===== src/rtl/debug_buttons_pkg.sv =====
// Shared types for the button-driven LED writer and the LED device it feeds.
package debug_buttons_pkg;

  localparam int LED_STATE_W = 8;

  typedef enum logic [1:0] {
    IDLE,
    REQ,
    WAIT
  } wb_ctrl_state_e;

  // Colour word understood by the downstream LED device.
  typedef struct packed {
    logic [7:0] r;
    logic [7:0] g;
    logic [7:0] b;
  } rgb_led_t;

endpackage


===== src/rtl/button_debouncer.sv =====
// One button: 2-flop synchroniser, stability counter, debounced level and
// a one-cycle pulse on each debounced 0->1 transition.
module button_debouncer #(
  parameter int DEBOUNCE_CYCLES = 100000
) (
  input  logic clk_i,
  input  logic rst_i,
  input  logic raw_i,
  output logic level_o,
  output logic press_o
);

  localparam int CW = $clog2(DEBOUNCE_CYCLES + 1);
  localparam logic [CW-1:0] LAST = CW'(DEBOUNCE_CYCLES - 1);

  logic [1:0]    sync;
  logic [CW-1:0] cnt;

  // Synchronise, then accept a new level only after it has differed from the
  // debounced level for DEBOUNCE_CYCLES consecutive cycles.
  always_ff @(posedge clk_i or posedge rst_i) begin
    if (rst_i) begin
      sync    <= '0;
      cnt     <= '0;
      level_o <= 1'b0;
      press_o <= 1'b0;
    end else begin
      sync    <= {sync[0], raw_i};
      press_o <= 1'b0;
      if (sync[1] == level_o) begin
        cnt <= '0;
      end else if (cnt == LAST) begin
        level_o <= sync[1];
        press_o <= sync[1];
        cnt     <= '0;
      end else begin
        cnt <= cnt + 1'b1;
      end
    end
  end

endmodule


===== src/rtl/button_wb_writer.sv =====
// Folds debounced button presses into an 8-bit LED state and pushes every
// change to the LED device as a single pipelined Wishbone write.
module button_wb_writer
  import debug_buttons_pkg::*;
#(
  parameter int          NUM_BUTTONS     = 4,
  parameter int          DEBOUNCE_CYCLES = 100000,
  parameter logic [31:0] LED_ADDR        = 32'h0
) (
  input  logic                   clk_i,
  input  logic                   rst_i,
  input  logic [NUM_BUTTONS-1:0] buttons_i,
  output logic                   cyc_o,
  output logic                   stb_o,
  output logic                   we_o,
  output logic [31:0]            adr_o,
  output logic [LED_STATE_W-1:0] dat_o,
  input  logic                   ack_i,
  input  logic                   stall_i,
  input  logic                   err_i,
  output logic [LED_STATE_W-1:0] led_state_o,
  output logic [3:0]             err_count_o
);

  logic [NUM_BUTTONS-1:0] level;
  logic [NUM_BUTTONS-1:0] press;

  for (genvar g = 0; g < NUM_BUTTONS; g++) begin : g_btn
    button_debouncer #(.DEBOUNCE_CYCLES(DEBOUNCE_CYCLES)) u_deb (
      .clk_i   (clk_i),
      .rst_i   (rst_i),
      .raw_i   (buttons_i[g]),
      .level_o (level[g]),
      .press_o (press[g])
    );
  end

  wb_ctrl_state_e         state, state_nxt;
  logic                   pending, pending_nxt;
  logic                   take, err_hit;
  logic [LED_STATE_W-1:0] led_nxt;
  logic [3:0]             cnt_add;

  // Apply all presses of this cycle at once: low nibble toggles, high nibble
  // counts presses modulo 16.
  always_comb begin
    led_nxt = led_state_o;
    cnt_add = '0;
    for (int i = 0; i < NUM_BUTTONS; i++) begin
      if (i < 4) led_nxt[i] = led_state_o[i] ^ press[i];
      cnt_add = cnt_add + 4'(press[i]);
    end
    led_nxt[7:4] = led_state_o[7:4] + cnt_add;
  end

  // Next state: snapshot in IDLE, issue in REQ, wait for ack/err in WAIT.
  // An err (which wins over ack) re-arms pending so the current state is
  // rewritten.
  always_comb begin
    state_nxt = state;
    take      = 1'b0;
    err_hit   = 1'b0;
    case (state)
      IDLE: if (pending) begin
        take      = 1'b1;
        state_nxt = REQ;
      end
      REQ: if (!stall_i) begin
        if (err_i) begin
          err_hit   = 1'b1;
          state_nxt = IDLE;
        end else if (ack_i) begin
          state_nxt = IDLE;
        end else begin
          state_nxt = WAIT;
        end
      end
      WAIT: begin
        if (err_i) begin
          err_hit   = 1'b1;
          state_nxt = IDLE;
        end else if (ack_i) begin
          state_nxt = IDLE;
        end
      end
      default: state_nxt = IDLE;
    endcase
    // A press in the snapshot cycle must still produce a follow-up write.
    pending_nxt = pending;
    if (take) pending_nxt = 1'b0;
    if (|press || err_hit) pending_nxt = 1'b1;
  end

  // Bus outputs decode straight from the state register so reset drops them
  // without waiting for a clock.
  assign cyc_o = (state != IDLE);
  assign stb_o = (state == REQ);
  assign we_o  = cyc_o;
  assign adr_o = cyc_o ? LED_ADDR : 32'h0;

  // State register, LED word, pending flag, write snapshot and error counter.
  always_ff @(posedge clk_i or posedge rst_i) begin
    if (rst_i) begin
      state       <= IDLE;
      pending     <= 1'b1;
      led_state_o <= '0;
      dat_o       <= '0;
      err_count_o <= '0;
    end else begin
      state       <= state_nxt;
      pending     <= pending_nxt;
      led_state_o <= led_nxt;
      if (take) dat_o <= led_state_o;
      if (err_hit && err_count_o != 4'hF) err_count_o <= err_count_o + 1'b1;
    end
  end

endmodule

===== config.mk =====
export PLATFORM = sky130hd
export DESIGN_NAME = button_wb_writer
export DESIGN_NICKNAME = d
export VERILOG_FILES = /design/src/rtl/debug_buttons_pkg.sv /design/src/rtl/button_debouncer.sv /design/src/rtl/button_wb_writer.sv
export SDC_FILE = /design/constraint.sdc
export NUM_CORES = 1
export LEC_CHECK = 0
export CORE_ASPECT_RATIO = 1.5
export CORE_MARGIN = 5
export CORE_UTILIZATION = 55
export CTS_BUF_LIST = sky130_fd_sc_hd__clkbuf_8
export DETAILED_ROUTE_END_ITERATION = 6
export PLACE_DENSITY = 0.79
export SLEW_MARGIN = 5
export SYNTH_ARGS = -nofsm -noshare
export SYNTH_HDL_FRONTEND = slang
export SYNTH_HIERARCHICAL = 1
export SYNTH_SLANG_ARGS = --single-unit

===== constraint.sdc =====
create_clock -name clk_i -period 2.5 [get_ports clk_i]
set_input_delay 0.625 -clock clk_i [delete_from_list [all_inputs] [get_ports clk_i]]
set_output_delay 0.625 -clock clk_i [all_outputs]
set_load 0.03 [all_outputs]

==> run_results.csv <==
group,metric,value,unit
synth,yosysUniqueCellTypes,39,
clock_tree,cts_setup_buffers,0,
timing,finalCritPeriodShare,0.853,
hold_path,whs_endpoint,"g_btn[2].u_deb/sync[1]",
worst_setup_path,worstPathArrival,1.51,ns
worst_setup_path,rrSetupSlack,0.48,ns
synth,synth_top_family_by_area,"simple AND/OR/NAND/NOR gates",
pwr,power_frac_comb,0.200,
worst_setup_path,start_kind,"flip-flop",
pwr,pwr_density_cell,630,mW/mm²
status,status,"finished clean",
worst_setup_path,cpPeakStageDelay,0.71,ns
timing,hold_viol_final,0,
drt,drt_iter0_drc,172,
timing,layout_min_cycle_time,2.13,ns
timing,setup_violations,0,
placement,port_buffers,31,
clock_tree,cts_buffers,9,
grt,grt_max_degree,24,
synth,ys_warn_count,6,
worst_setup_path,reg2reg_from,"led_state_o[4]",
synth,synth-adder-area-share,0.0339,
floorplan,core.rowCount,44,
pwr,p_int,2.63,mW
floorplan,die_h,132,µm
finish,area_growth,8.39,%
grt,grt_antenna_before_repair,0,
synth,synth_top_cell_by_area,"dfrtp_1",
drt,vias_per_cell,5.45,
floorplan,start_util,0.565,
finish,fillerInstances,784,
synth,ys_top_cells_by_area,"dfrtp_1 48%, xnor2_1 7.4%, buf_4 5.1%",
synth,yosysTopAreaCellShare,0.485,
clock_tree,clkLatencyLatePin,0.37,ns
worst_setup_path,required,1.88,ns
clock_tree,clk_pin_slew,0.10,ns
synth,yosys.area_share.simple,0.238,
drt,remaining_drc_errors,0,
finish,fin_nets,548,
hold_path,holdPathStages,0,
clock_tree,cts-root-buf,"clkbuf_8",
job,maxCapViolCount,0,
placement,pre_cts_slack,0.420,ns
worst_setup_path,worstRegToRegCells,5,
worst_setup_path,path_cells,"clkdlybuf4s50_1",
finish,n_antenna_cell,0,
timing,rsz0062_at_grt,"false",
synth,syn_inst,493,
synth,synth_xor_area_frac,0.114,
synth,synth_ff_type,"dfrtp_1",
timing,fin_setup_tns,0,ns
placement,hpwl,6860,µm
synth,synth-edff-count,0,
drt,wirelength,9210,µm
synth,synth_seq_cells,107,
pwr,ir_drop,0.597,mV
pwr,p_leak,2.64,nW
grt,grt-ovfl-total,0,
finish,layout-drive-gt1-share,0.143,
pwr,seq_power_share,0.507,
floorplan,die_w,91.4,µm
worst_setup_path,cp.buffers_inverters,1,
pwr,total_power,3.73,mW
clock_tree,cts_max_path_buffers,2,
floorplan,die-area,0.0121,mm²
grt,grt_usage,0.159,
clock_tree,cts.sinks,107,
drt,vias,3523,
drt,wl_per_cell,14.3,µm
synth,postSynthAreaPerCell,11.1,µm²
placement,gp_congestion,0.822,
clock_tree,cts_resized,0,
worst_setup_path,path_class,"flip-flop to output pin",
worst_setup_path,critical_path.max_fanout,4,
synth,netlist_area,0.00547,mm²
grt,grt_pass1_vias,3508,
clock_tree,hold_buffers,0,
clock_tree,cts_tree,"yes",
timing,setup_slack,0.368,ns
clock_tree,h-tree-depth,3,
synth,synth_mux_area_frac,0.0336,
pwr,clock_power_share,0.293,
worst_setup_path,critical-path-top-delay-family,"buffers and inverters",
timing,slew_viol_final,0,
worst_setup_path,cp_slowest_cell,"clkdlybuf4s50_1",
timing,max_freq,469,MHz
pwr,switchingPower,1.10,mW
hold_path,min_path_type,"flip-flop to flip-flop",
pwr,swShare,0.296,
drt,ant_nets,0,
drt,first_pass_iters,4,
hold_path,worstHoldStart,"g_btn[2].u_deb/sync[0]",
synth,ys_seq_area_frac,0.490,
worst_setup_path,reg2reg_to,"led_state_o[5]",
grt,grt_pass1_wl,16000,µm
worst_setup_path,endpoint_kind,"output pin",
synth,synth_compound_area_frac,0.0117,
synth,async_flop_share,1.00,
floorplan,core_area,0.00969,mm²
floorplan,ioPinCount,64,
timing,finClkSkew,0.0126,ns
==> worst max-delay path by stage <==
stage	start	endpoint	slack (ns)	cells after the start
final	led_state_o[5]	led_state_o[5]	0.37	1
after global routing	state[1]	we_o	0.30	4
after CTS	state[1]	stb_o	0.002	3
after detailed placement	state[1]	stb_o	0.42	3
after global placement	state[0]	we_o	0.47	4
after floorplan	led_state_o[4]	led_state_o[5]	0.44	5
==> power by group through the flow <==
stage / registers (mW) / logic, mW / clock network, mW
after floorplan: 1.97 / 0.532 / 0
after global placement: 1.92 / 0.741 / 0
after detailed placement: 1.93 / 0.764 / 0
after CTS: 1.89 / 0.765 / 1.14
after global routing: 1.91 / 0.826 / 1.20
final: 1.89 / 0.748 / 1.09
==> routing by layer <==
layer / routed length (µm) / vias to the layer above / track usage
met4: 196 / 0 / 0.0685
met2: 4890 / 64 / 0.281
li1: - / 1697 / -
met3: 313 / 16 / 0.0240
met5: 0 / - / 0
met1: 3810 / 1746 / 0.190
==> cell usage in the layout, fill, tap and decap left out, types with 5 or more instances in the layout <==
cell type        Yosys  final
and3_1               5      5
buf_4               37      5
clkbuf_8             0     11
clkdlybuf4s50_1      0     28
conb_1               1     32
dfrtp_1            106    106
ha_1                10     10
inv_1               17     17
mux2_2              15     15
nand2_1             23     23
nand3_1             26     26
nand4_1             16     16
nor2_1              57     57
nor2_2              16     16
nor3_1              12     12
nor4_1              21     21
xnor2_1             46     46
xor2_1              25     25
==> per-stage QoR <==
step | instance area (µm²) | hold WS, ns | instances | util
2_1_floorplan | 5590 | 0.331 | 524 | -
3_3_place_gp | 5710 | 0.333 | 630 | 0.589
3_5_place_dp | 5710 | 0.342 | 630 | 0.589
4_1_cts | 5920 | 0.364 | 646 | 0.611
5_1_grt | 5930 | 0.372 | 646 | 0.612
6_report | 5930 | 0.360 | 646 | 0.612
==> cell families after synthesis <==
family,count (synthesis)
XOR/XNOR,71
multiplexers,16
flip-flops,107
buffers and inverters,62
AND/OR/NAND/NOR,215
AO/OA/AOI/OAI,8
other,1
adder cells (fa/ha/maj),13
==> sequential cells by signal, summed over array words and instances, names as in the netlist <==
| signal | cells |
|---|---|
| g_btn.u_deb/cnt | 68 |
| led_state_o | 8 |
| g_btn.u_deb/level_o | 4 |
| pending | 1 |
| state | 2 |
| dat_o | 8 |
| g_btn.u_deb/press_o | 4 |
| err_count_o | 4 |
| g_btn.u_deb/sync | 8 |
==> Yosys cell counts, drive strengths merged (2+ instances only) <==
| cell type | number |
|---|---|
| dfrtp | 106 |
| nor2 | 73 |
| xnor2 | 46 |
| buf | 45 |
| nand2 | 27 |
| nand3 | 26 |
| xor2 | 25 |
| nand4 | 24 |
| nor4 | 21 |
| inv | 17 |
| mux2 | 16 |
| nor3 | 12 |
| ha | 10 |
| and3 | 5 |
| nor3b | 5 |
| and4 | 4 |
| and4bb | 4 |
| nor4b | 4 |
| nor4bb | 4 |
| fa | 3 |
| nor2b | 3 |
| o2111ai | 3 |
| nand2b | 2 |
==> area by class of cell <==
type / count / area [µm²] / share of cell area
sequential: 107 / 2680 / 0.452
multi-input combinational: 355 / 2480 / 0.418
timing repair buffer: 36 / 355 / 0.0599
clock buffer: 11 / 151 / 0.0255
tap: 115 / 144 / 0.0243
inverter: 17 / 63.8 / 0.0108
clock inverter: 5 / 60.1 / 0.0101
Note: power is estimated with default switching activity, not from simulation.
